==> src/rtl/imm_ext_arbiter.sv <==
// Round-robin share of the 16->32 immediate extender between decode and branch unit.
// Optional IMM_EXT_BRANCH_EN enables the shifted branch-displacement mode (11).
module imm_ext_arbiter #(
  parameter int IMM_W   = 16,
  parameter int DATA_W  = 32,
  parameter int RR_INIT = 0
) (
  input  logic              clk,
  input  logic              rst_n,
  input  logic [1:0]        req_valid,
  output logic [1:0]        req_ready,
  input  logic [IMM_W-1:0]  req_imm0,
  input  logic [IMM_W-1:0]  req_imm1,
  input  logic [1:0]        req_mode0,
  input  logic [1:0]        req_mode1,
  output logic              resp_valid,
  input  logic              resp_ready,
  output logic [DATA_W-1:0] resp_data,
  output logic              resp_id
);

  typedef enum logic {
    EMPTY = 1'b0,
    FULL  = 1'b1
  } state_t;

  localparam int PAD_W = DATA_W - IMM_W;

  state_t              r_state;
  logic [DATA_W-1:0]   r_data;
  logic                r_id;
  logic                r_prio;

  logic                w_can_accept;
  logic                w_gnt;
  logic                w_fire;
  logic [IMM_W-1:0]    w_imm;
  logic [1:0]          w_mode;
  logic                w_sign;
  logic [DATA_W-1:0]   w_ext;

  assign resp_valid = (r_state == FULL);
  assign resp_data  = r_data;
  assign resp_id    = r_id;

  assign w_can_accept = (r_state == EMPTY) || (resp_valid && resp_ready);

  always_comb begin
    w_gnt = r_prio;
    unique case (1'b1)
      (req_valid == 2'b01): w_gnt = 1'b0;
      (req_valid == 2'b10): w_gnt = 1'b1;
      default:              w_gnt = r_prio;
    endcase
  end

  // Ready is forced low while reset is asserted, independent of state.
  always_comb begin
    req_ready = 2'b00;
    if (rst_n && w_can_accept) begin
      req_ready[0] = req_valid[0] && !w_gnt;
      req_ready[1] = req_valid[1] &&  w_gnt;
    end
  end

  assign w_fire = |(req_valid & req_ready);

  assign w_imm  = w_gnt ? req_imm1  : req_imm0;
  assign w_mode = w_gnt ? req_mode1 : req_mode0;
  assign w_sign = w_imm[IMM_W-1];

  always_comb begin
    w_ext = {{PAD_W{w_sign}}, w_imm};
    unique case (w_mode)
      2'b00: w_ext = {{PAD_W{w_sign}}, w_imm};
      2'b01: w_ext = {{PAD_W{1'b0}}, w_imm};
      2'b10: w_ext = {w_imm, {PAD_W{1'b0}}};
`ifdef IMM_EXT_BRANCH_EN
      2'b11: w_ext = {{(PAD_W-2){w_sign}}, w_imm, 2'b00};
`else
      2'b11: w_ext = {{PAD_W{w_sign}}, w_imm};
`endif
      default: w_ext = {{PAD_W{w_sign}}, w_imm};
    endcase
  end

  always_ff @(posedge clk or negedge rst_n) begin
    if (!rst_n) begin
      r_state <= EMPTY;
      r_data  <= '0;
      r_id    <= 1'b0;
      r_prio  <= RR_INIT[0];
    end else if (w_fire) begin
      r_state <= FULL;
      r_data  <= w_ext;
      r_id    <= w_gnt;
      r_prio  <= ~w_gnt;
    end else if (resp_valid && resp_ready) begin
      r_state <= EMPTY;
    end
  end

endmodule

==> config.mk <==
export PLATFORM = sky130hd
export DESIGN_NAME = imm_ext_arbiter
export DESIGN_NICKNAME = d
export VERILOG_FILES = /design/src/rtl/imm_ext_arbiter.sv
export SDC_FILE = /design/constraint.sdc
export NUM_CORES = 1
export LEC_CHECK = 0
export CAP_MARGIN = 0
export CORE_MARGIN = 3
export CORE_UTILIZATION = 42
export CTS_CLUSTER_SIZE = 16
export DETAILED_ROUTE_END_ITERATION = 8
export PLACE_DENSITY = 0.79
export SLEW_MARGIN = 20
export SYNTH_ARGS = -nofsm -noshare
export SYNTH_HDL_FRONTEND = slang
export SYNTH_SLANG_ARGS = --single-unit
==> constraint.sdc <==
create_clock -name clk -period 3.39 [get_ports clk]
set_input_delay 0.678 -clock clk [delete_from_list [all_inputs] [get_ports clk]]
set_output_delay 0.678 -clock clk [all_outputs]
set_load 0.01 [all_outputs]
Yosys cells after proc, flatten, opt, wreduce, memory -nomap -nowiden --
Cells that the tools add are included.
Word-level totals: ROM bits 0, latch bits 0, bits in writable memories 0, memories kept 0, register bits 35
Operators by class: $lt $le $gt $ge 0, divide/modulo/power cells 0, add/subtract/negate cells 0, multiply operators 0, bitwise operators 3, reductions and logical operators 10, equal/unequal tests 5, mux-type cells 7, shifts and indexed selects 0
Operators with widths (count):
- 32-bit one-hot mux with 3 select lines | 1
- 16-bit two-way mux | 1
- 2-bit equality test, second input constant | 3
- 2-bit by 1-bit equality test with 1-bit output, second input constant | 2
- 1-bit logical AND | 4
- 2-bit two-way mux | 2
- 2-bit OR reduction | 2
- 2-bit AND | 1
- 2-bit zero test | 1
- 1-bit two-way mux | 2
- 1-bit NOT | 2
- 1-bit one-hot mux with 2 select lines | 1
- 2-bit nonzero test | 1
- 1-bit zero test | 1
- 1-bit logical OR | 1

Depth between registers and ports, before layout --
Gate-level depths: netlist of run 1.
word-level depth 8, mapped depth 11

Least setup slack after synthesis of run 1 --
No wires, ideal clock.
kind input to register, from input port req_valid[0], to register r_data[0] (netlist: resp_data[0]), path buffers 3, arrival 3000 ps, required time 3267 ps, cell stages on the path 10, path slack 266 ps, cells stage by stage inv_1 ha_1 mux2i_1 buf_4 buf_2 mux2_2 ha_1 o22ai_1 buf_2 o2bb2ai_1
Between the ends: word-level cells in the longest chain between the ends 7, elaborated cells between the ends (all ways) 17, classes of those cells 5 x eq/ne; 5 x mux; 1 x bitwise; 6 x reduce/logical
RTL lines:
- start, declared | line 10 | input logic [1:0] req_valid,
- parallel branches: the longest is 7 deep, another holds 32-bit one-hot mux with 3 select lines
- end signal, assigned | line 95 | r_data <= w_ext;
- end, declared | line 30 | logic [DATA_W-1:0] r_data;
Parallel ways; which one is timed is not known. A chain may end at the register's enable or synchronous reset.

Final worst setup path of run 1 --
from input port req_valid[0], to output port req_ready[1]
Between the ends: word-level cells in the longest chain between the ends 4, elaborated cells between the ends (all ways) 5, classes of those cells 2 x eq/ne; 2 x mux; 1 x reduce/logical
RTL lines:
- 2-bit equality test / 2-bit by 1-bit equality test with 1-bit output (equally long branches) | line 52, 51
- 1-bit one-hot mux with 2 select lines * | line 50 | unique case (1'b1)
- 1-bit logical AND * | line 62 | req_ready[1] = req_valid[1] && w_gnt;
- 2-bit two-way mux * | line 60 | if (rst_n && w_can_accept) begin
- end, declared | line 11 | output logic [1:0] req_ready,
Every way passes the cells marked *; elsewhere a longest branch is shown, timed or not.

==> impl_results.md, run 1 <==
* Area occupied by multi-input gates at between 800 and 900 sq um
* Post-synth top cells: 35 x dfrtp_1, 19 x mux2i_1, 15 x nor2b_1, 15 x o2bb2ai_1, 10 x o221a_1
* Clock Power Share at 19.7%
* Multiplexer share of the synthesized area at 13.3%
* Placer Congestion at 0.803
* Distinct cell type count after synthesis at 27
* Drt first-iter violations at 54
* Final WL at 4490 um
* Share of cells above drive strength 1 at 13.1%
* Warnings, synthesis at 0
* Antenna viol nets, final at 0
* Number of max-slew violations in the final report at 0
* Area share of fa/ha/maj cells after synthesis at under 10%
* Fraction of power consumed by sequential logic at between 30% and 40%
* Global-route total usage across every layer at between 10% and 20%
* Via-per-instance ratio at about 5.4
* Dominant cell type by count on the critical path: clkdlybuf4s50_1
* Switching power of the nets at 691 uW
* Arrival time worst endpoint at around 2.6 ns
* Worst R2R End: resp_data[27]
* Area growth from synthesis to final layout at 53.6%
* # placed instances at about 260
* Register bit count reported by yosys at 35
* Post-CTS Hold Fix Bufs at 0
* Worst hold path class: in2async
* Design Power at ~2200 uW
* Part of the cycle the worst path needs at 97.1%
* Internal reg-to-reg setup slack at 1.17 ns
* Sequential cell area at roughly 880 sq um
* Leakage power summed over all cells at 0.00119 uW
* Cell with the largest stage delay on the worst path: clkdlybuf4s50_1
* Chip height at slightly above 70 um
* RSZ-0062 raised after global routing: false
* Clock tree from TritonCTS: built
* Worst Skew at roughly 0.0080 ns
* Number of endpoints with negative hold slack in the final report at 0
* Max FO, Critical Path at 3
* Final cell count without fillers at 269
* HPWL after detailed placement at around 3600 um
* Vias in the first global route at around 1500
* Num Clock Sinks at 35
* Number of fill cells in the layout at 272
* IO Count at 77
* Internal power contribution at 1550 uW
* Die footprint at 0.00502 sq mm
* Total standard cell area after synthesis at about 0.0018 sq mm
* Clock root cell: clkbuf_8
* Fraction of power spent switching nets at a little under a third
* ANT cells at 0
* Highest cell delay on the worst timing path at roughly 0.56 ns
* Syn Nets at approximately 190
* Count of mapped cells out of synthesis at 140
* Maximum operating frequency at slightly above 0.3 GHz
* Net count of the finished layout at about 270
* Total of endpoints with negative setup slack in the final report at 0
* Leading cell types by total area after synthesis: dfrtp_1 50%, mux2i_1 11%, o2bb2ai_1 7.4%
* Parity-gate share of the synthesized area counting xor and xnor cells at 0%
* Clock transition at the registers of the reported paths at approximately 0.07 ns
* Status: finished clean
* Critical Path End Type: output port
* Met2 demand-to-capacity share in global routing at between 30 and 40%
* GR Layer Usage met3 at between 4 and 5%
* Crit path required time at about 2.7 ns
* Most instantiated library cell after synthesis: dfrtp_1
* Least-Margin Pin Slew at about 0.61 ns
* Classification of the worst setup path: in2out
* Combinational family with the most area after synthesis: compound AO/OA/AOI/OAI gates
* Die boundary width at slightly above 70 um
* Final min period at approximately 3.3 ns
* Post-synthesis simple-gate area fraction at 8.93%
* Fraction of registers with async set or reset after synthesis at 100%
* Buffers from clock root to sink, at most at 2
* Number of optimization iterations in the first detailed-route pass at 4
* Compound-Gate Fraction of Synth Area at between 10% and 20%
* Wirelength per Cell at around 17 um
* Number of port buffers at 76
* Reg-to-reg critical path startpoint: r_prio
* Pin count of the biggest net entering global routing at 22
* Number of flops mapped to enable cells by yosys at 0
* Remaining Overflow, GRT at 0
* Worst-skew pair later-pin latency at around 0.28 ns
* Dominant register cell in the synthesized netlist: dfrtp_1
* Deepest level of the CTS H-tree at 2
* Fin util at a little over two thirds
* Share of total power in combinational logic at between 40% and 50%
* Library cell occupying the most area in the post-synthesis netlist: dfrtp_1
* CP Cell Sequence: clkdlybuf4s50_1, inv_1, ha_1, mux2i_2, and4b_1, clkdlybuf4s50_1
* First-pass GRT wire length at 7560 um
* Sequential cell area fraction in the yosys report at about half
* Relative max-transition margin at 59.2%
* Area of the core at 0.00385 sq mm
* Antenna violations before repair at 0
* Global routing met1 resource utilization at 24.6%
* Mapped Avg Cell Area at ~13 sq um
* Num CTS Buffers at 5
* Number of violations of the max-capacitance limit at 0
* Setup crit start kind: input pin
* Vias after detailed routing at around 1400
* Busiest metal layer after global routing: met2
* Effective utilization at floorplan at a little under half
* DRC violations left at 0
* Length in cells of the worst reg-to-reg path at 6
* Areal power density over the cells at ~830 mW/mm^2
* Number of rows created at floorplan at 22
* Synth top area share at approximately 50%
* Worst vdd rail ir drop at between 0.3 and 0.4 mV
## cell type report
| type | count | share of cell area, % |
|---|---|---|
| clock inverters | 2 | 2.22 |
| multi-input cells | 90 | 29.9 |
| repair buffers | 84 | 30.2 |
| inverters | 4 | 0.554 |
| clock buffers | 6 | 2.68 |
| well taps | 48 | 2.22 |
| flip-flops and latches | 35 | 32.3 |
## registers in the layout (all words and copies together) (netlist names)
name / count
resp_valid: 1
resp_data: 32
r_prio: 1
resp_id: 1
## logic make-up (layout without fill, tap and decap cells)
family,after synthesis,count (layout)
flops,35,35
buf+inv,15,96
compound gates,35,35
simple gates,27,27
fa+ha+maj,5,5
mux,23,23
## power by group through the flow
| stage | Combinational, uW | Clock [uW] | Sequential (uW) |
|---|---|---|---|
| after floorplan | 437 | 0 | 817 |
| after global placement | 1040 | 0 | 742 |
| after detailed placement | 1060 | 0 | 745 |
| after CTS | 1070 | 450 | 742 |
| after global routing | 1140 | 467 | 764 |
| final | 1060 | 441 | 741 |
## worst max-delay path, delay by kind of cell
| family | cells | cell delay (ns) |
|---|---|---|
| adder cells (fa/ha/maj) | 1 | 0.35 |
| buffers and inverters | 3 | 1.12 |
| multiplexers | 1 | 0.18 |
| AND/OR/NAND/NOR | 1 | 0.28 |
## worst max-delay path by stage
stage,start,endpoint,slack [ns],cells past startpoint
3_5_place_dp,req_valid[0],resp_data[20],-0.20,9
6_report,req_valid[0],req_ready[1],0.1,6
4_1_cts,req_valid[0],req_ready[0],0.06,6
2_1_floorplan,req_valid[0],resp_data[0],0.27,10
5_1_grt,req_valid[0],req_ready[1],0.005,6
3_3_place_gp,req_valid[0],resp_data[20],-0.09,9
## stage by stage
stage | TNS, ns | cell area (sq um) | worst slack, ns | hold slack (ns)
after CTS | 0 | 2690 | 0.0599 | 0.310
after global placement | -1.23 | 2560 | -0.0901 | 0.476
final | 0 | 2710 | 0.0976 | 0.303
after global routing | 0 | 2710 | 0.00526 | 0.321
after floorplan | 0 | 1770 | 0.266 | 0.382
after detailed placement | -2.82 | 2560 | -0.203 | 0.479
## timing repair
action,CTS,global route
setup endpoints to repair,0,16
endpoints found under the hold margin,0,0
gates resized for setup,0,4
buffers inserted,0,0
## placed cells by master, fill, tap and decap left out, types with 2 or more instances in the layout
cell and instances:
mux2i_1 17, o221a_2 5, o221a_1 10, dfrtp_1 35, nor2_1 4, inv_1 4, nor2b_1 15, clkbuf_8 5
ha_1 5, clkdlybuf4s50_1 74, nand2_1 2, o2bb2ai_1 15, mux2_2 4, bufinv_16 2, mux2i_2 2, buf_4 8
## metal layers
layer  part of all wire, %  up-vias
met5                     0        -
met4                   2.3        0
met3                   4.9       11
met2                    50       48
met1                    43      704
li1                      -      684
Power figures use the tool's default switching activity.
==> run 2: changes to the inputs <==
CTS_CLUSTER_DIAMETER = 200   (was unset)
==> results of run 2 <==
No change in the layout: final DEF, timing and power equal those of run 1.
==> run 3: changes to the inputs <==
REMOVE_ABC_BUFFERS = 1   (was unset)
SLEW_MARGIN = 0   (was 20)
==> run 3 against run 2 <==
Sequential power about the same. Register-to-register slack got worse by 0.04 ns. Cell count is 0.37% lower. Fmax fell by 0.19%. Critical path depth stayed put. Non-clock buffer count shrank 1. Worst setup slack got worse by 0.0062 ns. Combinational power hardly changed. Sequential share of layout area up 0.15 points. Critical endpoint is now req_ready[0]. Largest power group unchanged.
==> impl_results.md, run 3 (synthesis results as in run 1) <==
* Die boundary width at 70.8 um (unchanged)
* Min-Delay Startpoint: resp_data[0]
* Relative max-transition margin at 57.8% (was 59.2%)
* Design Power at 2190 uW (was 2240 uW)
* Number of endpoints with negative hold slack in the final report at 0 (unchanged)
* Worst-skew pair later-pin latency at 0.29 ns (was 0.28 ns)
* Number of flip-flops under the largest register name at 32 (unchanged)
* Worst Skew at 0.00664 ns (was 0.00802 ns)
* Number of port buffers at 76 (unchanged)
* Arrival time worst endpoint at 2.62 ns (was 2.61 ns)
* Global-route total usage across every layer at 19.8% (was 19.3%)
* RSZ-0062 raised after global routing: false (unchanged)
* Drt first-iter violations at 83 (was 54)
* Area of the core at 0.00385 sq mm (unchanged)
* Pin count of the biggest net entering global routing at 21 (was 22)
* Num Clock Sinks at 35 (unchanged)
* Smallest setup slack after layout at 0.0914 ns (was 0.0976 ns)
* Effective utilization at floorplan at 45.8% (unchanged)
* Chip height at 70.8 um (unchanged)
* Placer Congestion at 0.787 (was 0.803)
* Num CTS Buffers at 5 (unchanged)
* Highest-count cells in the layout ignoring fill and taps: 76 x clkdlybuf4s50_1, 35 x dfrtp_1, 17 x mux2i_1 (was 74 x clkdlybuf4s50_1, 35 x dfrtp_1, 17 x mux2i_1)
* Die footprint at 0.00502 sq mm (unchanged)
* Antenna violations before repair at 0 (unchanged)
* Total of endpoints with negative setup slack in the final report at 0 (unchanged)
* Most common cell after layout, fill and taps aside: clkdlybuf4s50_1 (unchanged)
* Number of optimization iterations in the first detailed-route pass at 5 (was 4)
* Worst R2R End: resp_data[27] (unchanged)
* Deepest level of the CTS H-tree at 2 (unchanged)
* Length in cells of the worst reg-to-reg path at 6 (unchanged)
* Number of fill cells in the layout at 290 (was 272)
* Area growth from synthesis to final layout at 52.9% (was 53.6%)
* Total Negative Setup Slacks at 0 ns (unchanged)
* Maximum operating frequency at 0.303 GHz (was 0.304 GHz)
* Share of cells above drive strength 1 at 13.2% (was 13.1%)
* Clock transition at the registers of the reported paths at 0.07 ns (about the same)
* Via-per-instance ratio at 5.44 (was 5.38)
* Setup crit start kind: input pin (unchanged)
* HPWL after detailed placement at 3790 um (was 3610 um)
* Number of violations of the max-capacitance limit at 0 (unchanged)
* First-pass GRT wire length at 7890 um (was 7560 um)
* Worst Hold Path EP: resp_data[0]
* Part of the cycle the worst path needs at 97.3% (was 97.1%)
* IO Count at 77 (unchanged)
* Areal power density over the cells at 810 mW/mm^2 (was 828 mW/mm^2)
* Buffers from clock root to sink, at most at 2 (unchanged)
* Antenna viol nets, final at 0 (unchanged)
* Leakage power summed over all cells at 0.00116 uW (was 0.00119 uW)
* Area occupied by multi-input gates at 822 sq um (was 810 sq um)
* Worst vdd rail ir drop at 0.517 mV (was 0.375 mV)
* Classification of the worst setup path: in2out (unchanged)
* Least-Margin Pin Slew at 0.633 ns (was 0.612 ns)
* Crit path required time at 2.71 ns (about the same)
* Min-Delay Path Depth at 1
* Status: finished clean (unchanged)
* ANT cells at 0 (unchanged)
* Final min period at 3.30 ns (was 3.29 ns)
* Final WL at 4910 um (was 4490 um)
* Internal reg-to-reg setup slack at 1.13 ns (was 1.17 ns)
* Post-CTS setup-driven buffer insertion count at 0 (unchanged)
* Number of rows created at floorplan at 22 (unchanged)
* Max FO, Critical Path at 3 (unchanged)
* Vias after detailed routing at 1458 (was 1447)
* Net count of the finished layout at 265 (was 266)
* Sequential cell area at 876 sq um (unchanged)
* Final standard cell area without fillers at 0.00270 sq mm (was 0.00271 sq mm)
* Worst Setup Slack post-DPL at -0.163 ns (was -0.203 ns)
* Post-route worst hold slack at 0.491 ns (was 0.303 ns)
* Wirelength per Cell at 18.3 um (was 16.7 um)
* Vias in the first global route at 1496 (was 1549)
* Post-CTS Hold Fix Bufs at 0 (unchanged)
* Worst hold path class: reg2reg (was in2async)
* Clock root cell: clkbuf_8 (unchanged)
* DRC violations left at 0 (unchanged)
* Reg-to-reg critical path startpoint: r_prio (unchanged)
* Remaining Overflow, GRT at 0 (unchanged)
* Number of cells upsized or downsized after cts at 0 (unchanged)
* Critical Path End Type: output port (unchanged)
* Clock tree from TritonCTS: built (unchanged)
* Number of max-slew violations in the final report at 0 (unchanged)
* Placed cell area at 0.00256 sq mm (about the same)
==> run 3: cell types whose count changed in the layout (fill, tap and decap cells not counted), sizes merged <==
cell	before	now
clkinv	0	2
dlymetal6s2s	1	0
bufinv	2	1
clkbuf	6	5
clkdlybuf4s50	74	76
buf	9	7
==> run 3: per-stage QoR <==
stage,utilization (%),std cells
floorplan,-,129
global placement,66.4,260
detailed placement,66.4,260
CTS,69.3,268
global route,70.0,268
finish,70.0,268
==> run 3: layout make-up <==
type                    count  share of cell area [%]
repair buffers             83                    30.1
multi-input cells          90                    30.5
well taps                  48                    2.23
clock buffers               5                    2.55
flip-flops and latches     35                    32.5
inverters                   4                   0.556
clock inverters             3                    1.62
==> run 3: worst max-delay path, stage by stage <==
cell	delay [ns]
clkdlybuf4s50_1	0.49
inv_1	0.09
ha_4	0.29
mux2i_2	0.27
and4_1	0.25
clkdlybuf4s50_1	0.55
==> run 3: how the worst max path moves through the flow <==
stage | from | to | slack, ns | depth (start not counted)
after floorplan | req_valid[0] | resp_data[0] | -0.75 | 7
after CTS | req_valid[0] | req_ready[0] | 0.03 | 6
final | req_valid[0] | req_ready[0] | 0.09 | 6
after global placement | req_valid[0] | resp_data[17] | -0.08 | 9
after global routing | req_valid[0] | req_ready[0] | 0.005 | 6
after detailed placement | req_valid[0] | resp_data[29] | -0.16 | 9
==> run 3: power breakdown <==
group | internal (uW) | switching [uW] | leakage [uW]
Sequential | 617 | 123 | 0.000430
Clock | 219 | 157 | 0.0000581
Combinational | 638 | 432 | 0.000673
Total | 1470 | 712 | 0.00116
==> run 3: routing by layer <==
metal | part of all wire (%) | vias to the layer above | track usage [%]
li1 | - | 683 | -
met1 | 43 | 718 | 26.4
met2 | 51 | 46 | 33.2
met3 | 3.4 | 11 | 3.41
met4 | 2.1 | 0 | 5.64
met5 | 0 | - | 0
